`src/rtl/hazard_ctrl_pkg.sv`:
```
// Shared types and constants for the pipeline stall/flush controller.
package hazard_ctrl_pkg;

    typedef enum logic {
        MODE_BUBBLE    = 1'b0,
        MODE_INTERLOCK = 1'b1
    } mode_e;

    typedef enum logic {
        MC_IDLE = 1'b0,
        MC_BUSY = 1'b1
    } mc_state_e;

    localparam int NUM_STAGES = 5;

    localparam int F_IDX = 0;
    localparam int D_IDX = 1;
    localparam int E_IDX = 2;
    localparam int M_IDX = 3;
    localparam int W_IDX = 4;

endpackage

```
`src/rtl/hazard_ctrl_mc_fsm.sv`:
```
// Multi-cycle execute tracker: holds E (and everything upstream) for N-1 cycles
// of an N-cycle op. The FSM state is exported for observation.
module hazard_ctrl_mc_fsm
    import hazard_ctrl_pkg::*;
#(
    parameter int MC_CNT_W = 4
) (
    input  logic                clk_i,
    input  logic                rst_i,
    input  logic                start,
    input  logic [MC_CNT_W-1:0] cycles,
    input  logic                freeze,
    output logic                mc_stall,
    output mc_state_e           state
);

    mc_state_e           state_q, state_d;
    logic [MC_CNT_W-1:0] cnt_q, cnt_d;

    always_ff @(posedge clk_i or posedge rst_i) begin
        if (rst_i) begin
            state_q <= MC_IDLE;
            cnt_q   <= '0;
        end else begin
            state_q <= state_d;
            cnt_q   <= cnt_d;
        end
    end

    always_comb begin
        state_d  = state_q;
        cnt_d    = cnt_q;
        mc_stall = 1'b0;
        case (state_q)
            MC_IDLE: begin
                // The first stall cycle is the one in which the op enters E.
                if (start && (cycles > MC_CNT_W'(1))) begin
                    mc_stall = 1'b1;
                    if (!freeze) begin
                        cnt_d   = cycles - MC_CNT_W'(2);
                        state_d = (cycles > MC_CNT_W'(2)) ? MC_BUSY : MC_IDLE;
                    end
                end
            end
            MC_BUSY: begin
                mc_stall = 1'b1;
                if (!freeze) begin
                    if (cnt_q == MC_CNT_W'(1)) begin
                        cnt_d   = '0;
                        state_d = MC_IDLE;
                    end else begin
                        cnt_d = cnt_q - MC_CNT_W'(1);
                    end
                end
            end
            default: state_d = MC_IDLE;
        endcase
    end

    assign state = state_q;

endmodule

```
`src/rtl/hazard_ctrl.sv`:
```
// Stall/flush controller for the F-D-E-M-W pipeline: fixed-period bubbling or
// hazard interlocking, plus a saturating front-end stall counter.
module hazard_ctrl
    import hazard_ctrl_pkg::*;
#(
    parameter mode_e MODE         = MODE_INTERLOCK,
    parameter int    BUBBLE_DEPTH = 4,
    parameter int    REG_AW       = 5,
    parameter int    MC_CNT_W     = 4,
    parameter int    STAT_W       = 16
) (
    input  logic                  clk_i,
    input  logic                  rst_i,
    input  logic [REG_AW-1:0]     d_rs1_addr_i,
    input  logic [REG_AW-1:0]     d_rs2_addr_i,
    input  logic                  d_rs1_used_i,
    input  logic                  d_rs2_used_i,
    input  logic                  e_load_i,
    input  logic [REG_AW-1:0]     e_rd_addr_i,
    input  logic                  e_branch_taken_i,
    input  logic                  e_mc_start_i,
    input  logic [MC_CNT_W-1:0]   e_mc_cycles_i,
    input  logic                  m_busy_i,
    input  logic                  clr_stats_i,
    output logic [NUM_STAGES-1:0] stall_o,
    output logic [NUM_STAGES-2:0] flush_o,
    output logic [STAT_W-1:0]     stall_cycles_o
);

    localparam int TW = (BUBBLE_DEPTH < 1) ? 1 : $clog2(BUBBLE_DEPTH + 1);
    localparam logic [TW-1:0] TIMER_MAX = TW'(BUBBLE_DEPTH);

    logic [TW-1:0] timer_q;
    logic          mc_stall;
    mc_state_e     mc_state;
    logic          load_use;
    logic          interlock;

    assign interlock = (MODE == MODE_INTERLOCK);

    // Bubble timer; value 0 is the issue slot, so issue happens right after reset.
    always_ff @(posedge clk_i or posedge rst_i) begin
        if (rst_i) begin
            timer_q <= '0;
        end else if (!interlock && !m_busy_i) begin
            timer_q <= (timer_q == TIMER_MAX) ? '0 : timer_q + TW'(1);
        end
    end

    hazard_ctrl_mc_fsm #(
        .MC_CNT_W (MC_CNT_W)
    ) u_mc_fsm (
        .clk_i    (clk_i),
        .rst_i    (rst_i),
        .start    (e_mc_start_i && interlock),
        .cycles   (e_mc_cycles_i),
        .freeze   (m_busy_i),
        .mc_stall (mc_stall),
        .state    (mc_state)
    );

    // Register 0 is hardwired, so a load targeting it never creates a hazard.
    assign load_use = e_load_i && (e_rd_addr_i != '0) &&
                      ((d_rs1_used_i && (d_rs1_addr_i == e_rd_addr_i)) ||
                       (d_rs2_used_i && (d_rs2_addr_i == e_rd_addr_i)));

    always_comb begin
        stall_o = '0;
        flush_o = '0;
        if (rst_i) begin
            stall_o = '0;
            flush_o = '0;
        end else if (m_busy_i) begin
            stall_o[M_IDX:F_IDX] = '1;
            flush_o[M_IDX]       = 1'b1;
        end else if (!interlock) begin
            if (timer_q != '0) begin
                stall_o[F_IDX] = 1'b1;
                flush_o[F_IDX] = 1'b1;
            end
        end else if (mc_stall || (mc_state == MC_BUSY)) begin
            stall_o[E_IDX:F_IDX] = '1;
            flush_o[E_IDX]       = 1'b1;
        end else if (e_branch_taken_i) begin
            flush_o[D_IDX:F_IDX] = '1;
        end else if (load_use) begin
            stall_o[D_IDX:F_IDX] = '1;
            flush_o[D_IDX]       = 1'b1;
        end
    end

    always_ff @(posedge clk_i or posedge rst_i) begin
        if (rst_i) begin
            stall_cycles_o <= '0;
        end else if (clr_stats_i) begin
            stall_cycles_o <= '0;
        end else if (stall_o[F_IDX] && (stall_cycles_o != '1)) begin
            stall_cycles_o <= stall_cycles_o + STAT_W'(1);
        end
    end

endmodule
```
`config.mk`:
```
export PLATFORM = sky130hd
export DESIGN_NAME = hazard_ctrl
export DESIGN_NICKNAME = d
export VERILOG_FILES = /design/src/rtl/hazard_ctrl_pkg.sv /design/src/rtl/hazard_ctrl_mc_fsm.sv /design/src/rtl/hazard_ctrl.sv
export SDC_FILE = /design/constraint.sdc
export NUM_CORES = 1
export LEC_CHECK = 0
export ABC_CLOCK_PERIOD_IN_PS = 5900
export CORE_MARGIN = 8
export CORE_UTILIZATION = 35
export CTS_CLUSTER_SIZE = 12
export DETAILED_ROUTE_END_ITERATION = 10
export GPL_TIMING_DRIVEN = 0
export HOLD_SLACK_MARGIN = 0.15
export PLACE_DENSITY = 0.65
export SLEW_MARGIN = 0
export SYNTH_ARGS = -nofsm -noshare
export SYNTH_HDL_FRONTEND = slang
export SYNTH_SLANG_ARGS = --single-unit
export TNS_END_PERCENT = 1
```
`constraint.sdc`:
```
create_clock -name clk_i -period 5.9 [get_ports clk_i]
set_input_delay 1.475 -clock clk_i [delete_from_list [all_inputs] [get_ports clk_i]]
set_output_delay 1.475 -clock clk_i [all_outputs]
set_load 0.005 [all_outputs]
```
== Word level (Yosys, flattened, before mapping) ==
Cells that the tools add are included.

* Reductions and logical operators: 11
* Bitwise logic cells: 1
* Magnitude comparators: 2
* Muxes and demuxes: 28
* Equal/unequal tests: 7
* $add $sub $neg: 3

{| class="wikitable"
|+ Operators by type and width
! operator !! number
|-
| 16-bit 2-to-1 mux || 2
|-
| 4-bit 2-to-1 mux || 6
|-
| 16-bit by 1-bit adder with 16-bit output, second input constant || 1
|-
| 16-bit inequality test, second input constant || 1
|-
| 1-bit 2-to-1 mux || 11
|-
| 5-bit == test || 2
|-
| 2-bit 2-to-1 mux || 4
|-
| 4-bit case mux with 2 select lines || 1
|-
| 1-bit logical AND || 6
|-
| 3-bit 2-to-1 mux || 2
|-
| 5-bit nonzero test || 1
|-
| 4-bit by 1-bit == test with 1-bit output, second input constant || 1
|-
| 4-bit by 1-bit > comparator with 1-bit output, second input constant || 1
|-
| 4-bit by 2-bit > comparator with 1-bit output, second input constant || 1
|-
| 2-bit inequality test, second input constant || 2
|-
| 1-bit case mux with 2 select lines || 2
|-
| 4-bit by 1-bit subtractor with 4-bit output, second input constant || 1
|-
| 4-bit by 2-bit subtractor with 4-bit output, second input constant || 1
|-
| 3-bit AND reduction || 1
|-
| 1-bit logical OR || 2
|-
| 2-bit by 1-bit inequality test with 1-bit output, second input constant || 1
|-
| 2-bit nonzero test || 1
|-
| 1-bit inverter || 1
|}

* Logic and storage cells: 55
* Input bits: 28
* Output and inout port bits: 25
* Register bits after elaboration: 21

== Logic depth before layout (Yosys ltp) ==
* Depth in word-level cells: 12
* Gate-level depth with buffers: 9
* Mapped depth without buffers: 7

== Modules after synthesis ==
A second synthesis with hierarchy kept.

* Cells, all modules: 182
* Area, all modules: 1560.2 µm²

{| class="wikitable"
|+ By module, submodules not included
! module !! cells each !! area each (µm²) !! times used !! seq. area each (µm²)
|-
| hazard_ctrl || 134 || 1143.6 || 1 || 400.4
|-
| hazard_ctrl_mc_fsm || 48 || 416.6 || 1 || 125.1
|}

== Worst setup path before layout ==
Ideal clock, no wire load.

* Path kind: input to output
* From: input port e_rd_addr_i[1]
* To: output port stall_o[1]
* Cell stages on the path: 5
* Arrival: 2.544 ns
* Required time: 4.425 ns
* Path buffers: 1
* Setup slack: 1.881 ns
* Cells stage by stage: or4_1 > o21ai_2 > nor2b_1 > a21o_1 > buf_4

* Cells in the longest elaborated chain, start to end: 9
* Elaborated cells on any way between the ends: 13
* Those cells by class: 2 x eq/ne; 5 x mux; 6 x reduce/logical

{| class="wikitable"
|+ Ends and longest elaborated chain
! element !! line !! source
|-
| start, declared || hazard_ctrl.sv:19 || <nowiki>input logic [REG_AW-1:0] e_rd_addr_i,</nowiki>
|-
| 5-bit == test, on equally long branches || hazard_ctrl.sv:64, hazard_ctrl.sv:65 ||
|-
| 1-bit logical AND, on equally long branches || hazard_ctrl.sv:64, hazard_ctrl.sv:65 ||
|-
| 1-bit logical OR || hazard_ctrl.sv:64 || <nowiki>((d_rs1_used_i && (d_rs1_addr_i == e_rd_addr_i)) ||</nowiki>
|-
| 1-bit logical AND * || hazard_ctrl.sv:63 || <nowiki>assign load_use = e_load_i && (e_rd_addr_i != '0) &&</nowiki>
|-
| 2-bit 2-to-1 mux * || hazard_ctrl.sv:86 || <nowiki>end else if (load_use) begin</nowiki>
|-
| 2-bit 2-to-1 mux * || hazard_ctrl.sv:84 || <nowiki>end else if (e_branch_taken_i) begin</nowiki>
|-
| 2-bit 2-to-1 mux * || hazard_ctrl.sv:81 || <nowiki>end else if (mc_stall || (mc_state == MC_BUSY)) begin</nowiki>
|-
| 3-bit 2-to-1 mux * || hazard_ctrl.sv:73 || <nowiki>end else if (m_busy_i) begin</nowiki>
|-
| 4-bit 2-to-1 mux * || hazard_ctrl.sv:70 || <nowiki>if (rst_i) begin</nowiki>
|-
| end, declared || hazard_ctrl.sv:25 || <nowiki>output logic [NUM_STAGES-1:0] stall_o,</nowiki>
|}

Every way passes the cells marked *; elsewhere a longest branch is shown, timed or not.

== Final worst setup path ==
Ends and elaborated chain as after synthesis.

==> flow_summary.ini <==
[yosys]
synth_most_common_cell = dfrtp_1
syn_area_um2 = 1480
synth-edff-count = 0
synthesis.nets = 199
synthArstFlopShare_pct = 100
synth_top_cells_by_count = dfrtp_1 (21), a21oi_1 (17), nand2_1 (11)
ys_seq_area_share_pct = 35.6
yosysTopAreaCell = dfrtp_1
yosysWarnings = 0
synthCells = 167
yosys_register_bits = 21
synth_top_area_share_pct = 35.6
synth.area.top_cells = dfrtp_1 (36%), xnor2_1 (5.9%), a21oi_1 (5.8%)
synth_top_flop_cell = dfrtp_1
ys_types = 39
avgSynthCellArea_um2 = 8.84

[finish]
fill_cells = 403
register_area_um2 = 526
antenna_cells = 0
final_nets = 254
final_core_util_pct = 51.8
multiInputGateArea_um2 = 841
area_growth_pct = 41.3
drive_gt1_share_pct = 7.69

[sta]
slew_viol_final = 0
timing.final.ws_setup_ps = 923
setup_viol = 0
rsz0062_at_grt = no
fin_skew_ps = 11.9
setup_tns_ps = 0
period_share_pct = 84.4
worst_pin_slew_ps = 835
finalCriticalPeriod_ps = 4980
fmax_mhz = 201
hold_viol = 0
slew_headroom_pct = 44.3

[clock_tree]
htree_levels = 1
cts_resized = 0
clock-root-buffer = clkbuf_8
worst_skew_pair.late_latency_ps = 260
cts_made_buffers = 3
clk_pin_slew_ps = 70
cts_sinks = 21
ctsHoldBuffers = 0
cts_tree = built
cts_buffer_depth = 2
post_cts_buffers = 0

[placement]
dpl_worst_slack_ps = 902
gp_congestion = 0.819
dp_hpwl_um = 3080
io_buffers = 50

[die]
io-pin-count = 53
die_h_um = 81.0
dieArea_um2 = 6550
fp.dieW_um = 81.0
start_util_pct = 36.6
fp.coreArea_um2 = 4030
rows = 23

[pwr]
p_sw_mw = 0.147
power.leakage_nw = 0.798
ir_drop_mv = 0.166
p_comb_share_pct = 36.4
p_int_mw = 0.288
seqPwrFrac_pct = 42.0
switching_share_pct = 33.8
p_per_area_nw_per_um2 = 209
pwr-share-clk_pct = 21.6

[job]
maxCapViolations = 0

[grt]
antenna_found_initial = 0
grt_max_degree = 22
grt_pass1_vias = 1379
grt_usage_pct = 12.0
met3_usage_pct = 2.43
overflow = 0
grt.busiest_layer = met2
use_met1_pct = 15.6
grt_pass1_wl_um = 6420
grtUsageMet2_pct = 19.4

[detailed_routing]
remaining_drc_errors = 0
postRouteAntennaNets = 0
drt_iter0_markers = 41
vias = 1422
routed_wl_um = 3890
viasPerCell = 5.25
first_pass_iters = 4
drt-wirelength-per-cell_um = 14.4

[critical_path]
cp.arrival_ps = 3500
cp.required_ps = 4430
crit_type = in2out
crit_path_end_kind = output pin
start_kind = input pin
critPathMaxFanout = 3

[hold_path]
hold_path.class = reg2reg

[status]
outcome = complete, no violations
==> layout by cell type, fill, tap and decap left out, drive strengths merged <==
cell type      netlist  layout
and4                 2       2
clkbuf               1       4
a21o                 1       1
nor2b                2       2
o311a                1       1
mux2i                1       1
nor2                11      11
nand4                4       4
nand3                9       9
inv                 10      10
and4bb               1       1
and2                 1       1
or4                  9       9
or3                  7       7
a31oi                2       2
clkdlybuf4s50        0      50
conb                 1       1
o22ai                1       1
nor3                 3       3
clkinv               0       1
o2111ai              1       1
o21a                 1       1
a41oi                1       1
buf                  7       7
xnor2               10      10
and3                 2       2
nand2               11      11
a21oi               17      17
ha                   4       4
dfrtp               21      21
xor2                 2       2
o31ai                9       9
o21ai               14      14
==> logic make-up after synthesis <==
group / count (synthesis) / share of synthesized area, %
DFF: 21 / 35.6
AOI/OAI and AO/OA: 48 / 22.3
and+or+nand+nor: 62 / 23.2
adders and majority gates: 4 / 3.39
other: 1 / 0.254
xor gates and xnor gates: 12 / 7.12
muxes: 1 / 0.678
buffers and inverters: 18 / 7.46
==> sequential cells by signal, indices dropped and copies added, names as in the netlist <==
register,flops
stall_cycles_o,16
u_mc_fsm.cnt_q,4
u_mc_fsm.state,1
==> worst paths after layout <==
kind | cells past startpoint | startpoint | slack, ps | endpoint
min in group asynchronous | 2 | rst_i | 1860 | u_mc_fsm.state
min reg2reg | 2 | u_mc_fsm.cnt_q[1] | 540 | u_mc_fsm.cnt_q[1]
min | 2 | u_mc_fsm.cnt_q[1] | 540 | u_mc_fsm.cnt_q[1]
max in group asynchronous | 2 | rst_i | 3510 | u_mc_fsm.cnt_q[0]
max | 7 | e_rd_addr_i[1] | 920 | stall_o[1]
max reg2reg | 8 | stall_cycles_o[0] | 3660 | stall_cycles_o[9]
==> cell type report <==
| cell class | count | area share (%) |
|---|---|---|
| Clock buffer | 3 | 1.98 |
| Clock inverter | 1 | 0.240 |
| Sequential cell | 21 | 25.2 |
| Inverter | 10 | 1.80 |
| Buffer | 8 | 3.48 |
| Tap cell | 50 | 3.00 |
| Multi-Input combinational cell | 128 | 40.3 |
| Timing Repair Buffer | 50 | 24.0 |
==> power by group through the flow <==
| stage | clock network, mW | registers (mW) | logic [mW] |
|---|---|---|---|
| 2_1_floorplan | 0 | 0.181 | 0.103 |
| 3_3_place_gp | 0 | 0.185 | 0.159 |
| 3_5_place_dp | 0 | 0.185 | 0.161 |
| 4_1_cts | 0.0982 | 0.183 | 0.161 |
| 5_1_grt | 0.104 | 0.186 | 0.183 |
| 6_report | 0.0941 | 0.183 | 0.159 |
==> critical path, cell delays in order <==
cell and delay [ps]:
clkdlybuf4s50_1 470, or4_1 570, o21ai_2 170, nor2b_1 80, a21o_1 190, buf_4 120
clkdlybuf4s50_1 440
==> routing by layer <==
| metal | share of wire [%] | wire (um) |
|---|---|---|
| met1 | 46 | 1780 |
| met2 | 47 | 1840 |
| met3 | 5.9 | 229 |
| met4 | 1.0 | 40 |
| met5 | 0 | 0 |
==> per-stage QoR <==
stage	cell area (um^2)	std cells	hold slack [ps]	power [mW]
global placement	2040	267	511	0.344
floorplan	1480	167	463	0.284
CTS	2090	271	535	0.442
global route	2090	271	563	0.473
finish	2090	271	542	0.436
detailed placement	2040	267	514	0.346
No activity file was read; power rests on OpenSTA's default activity.
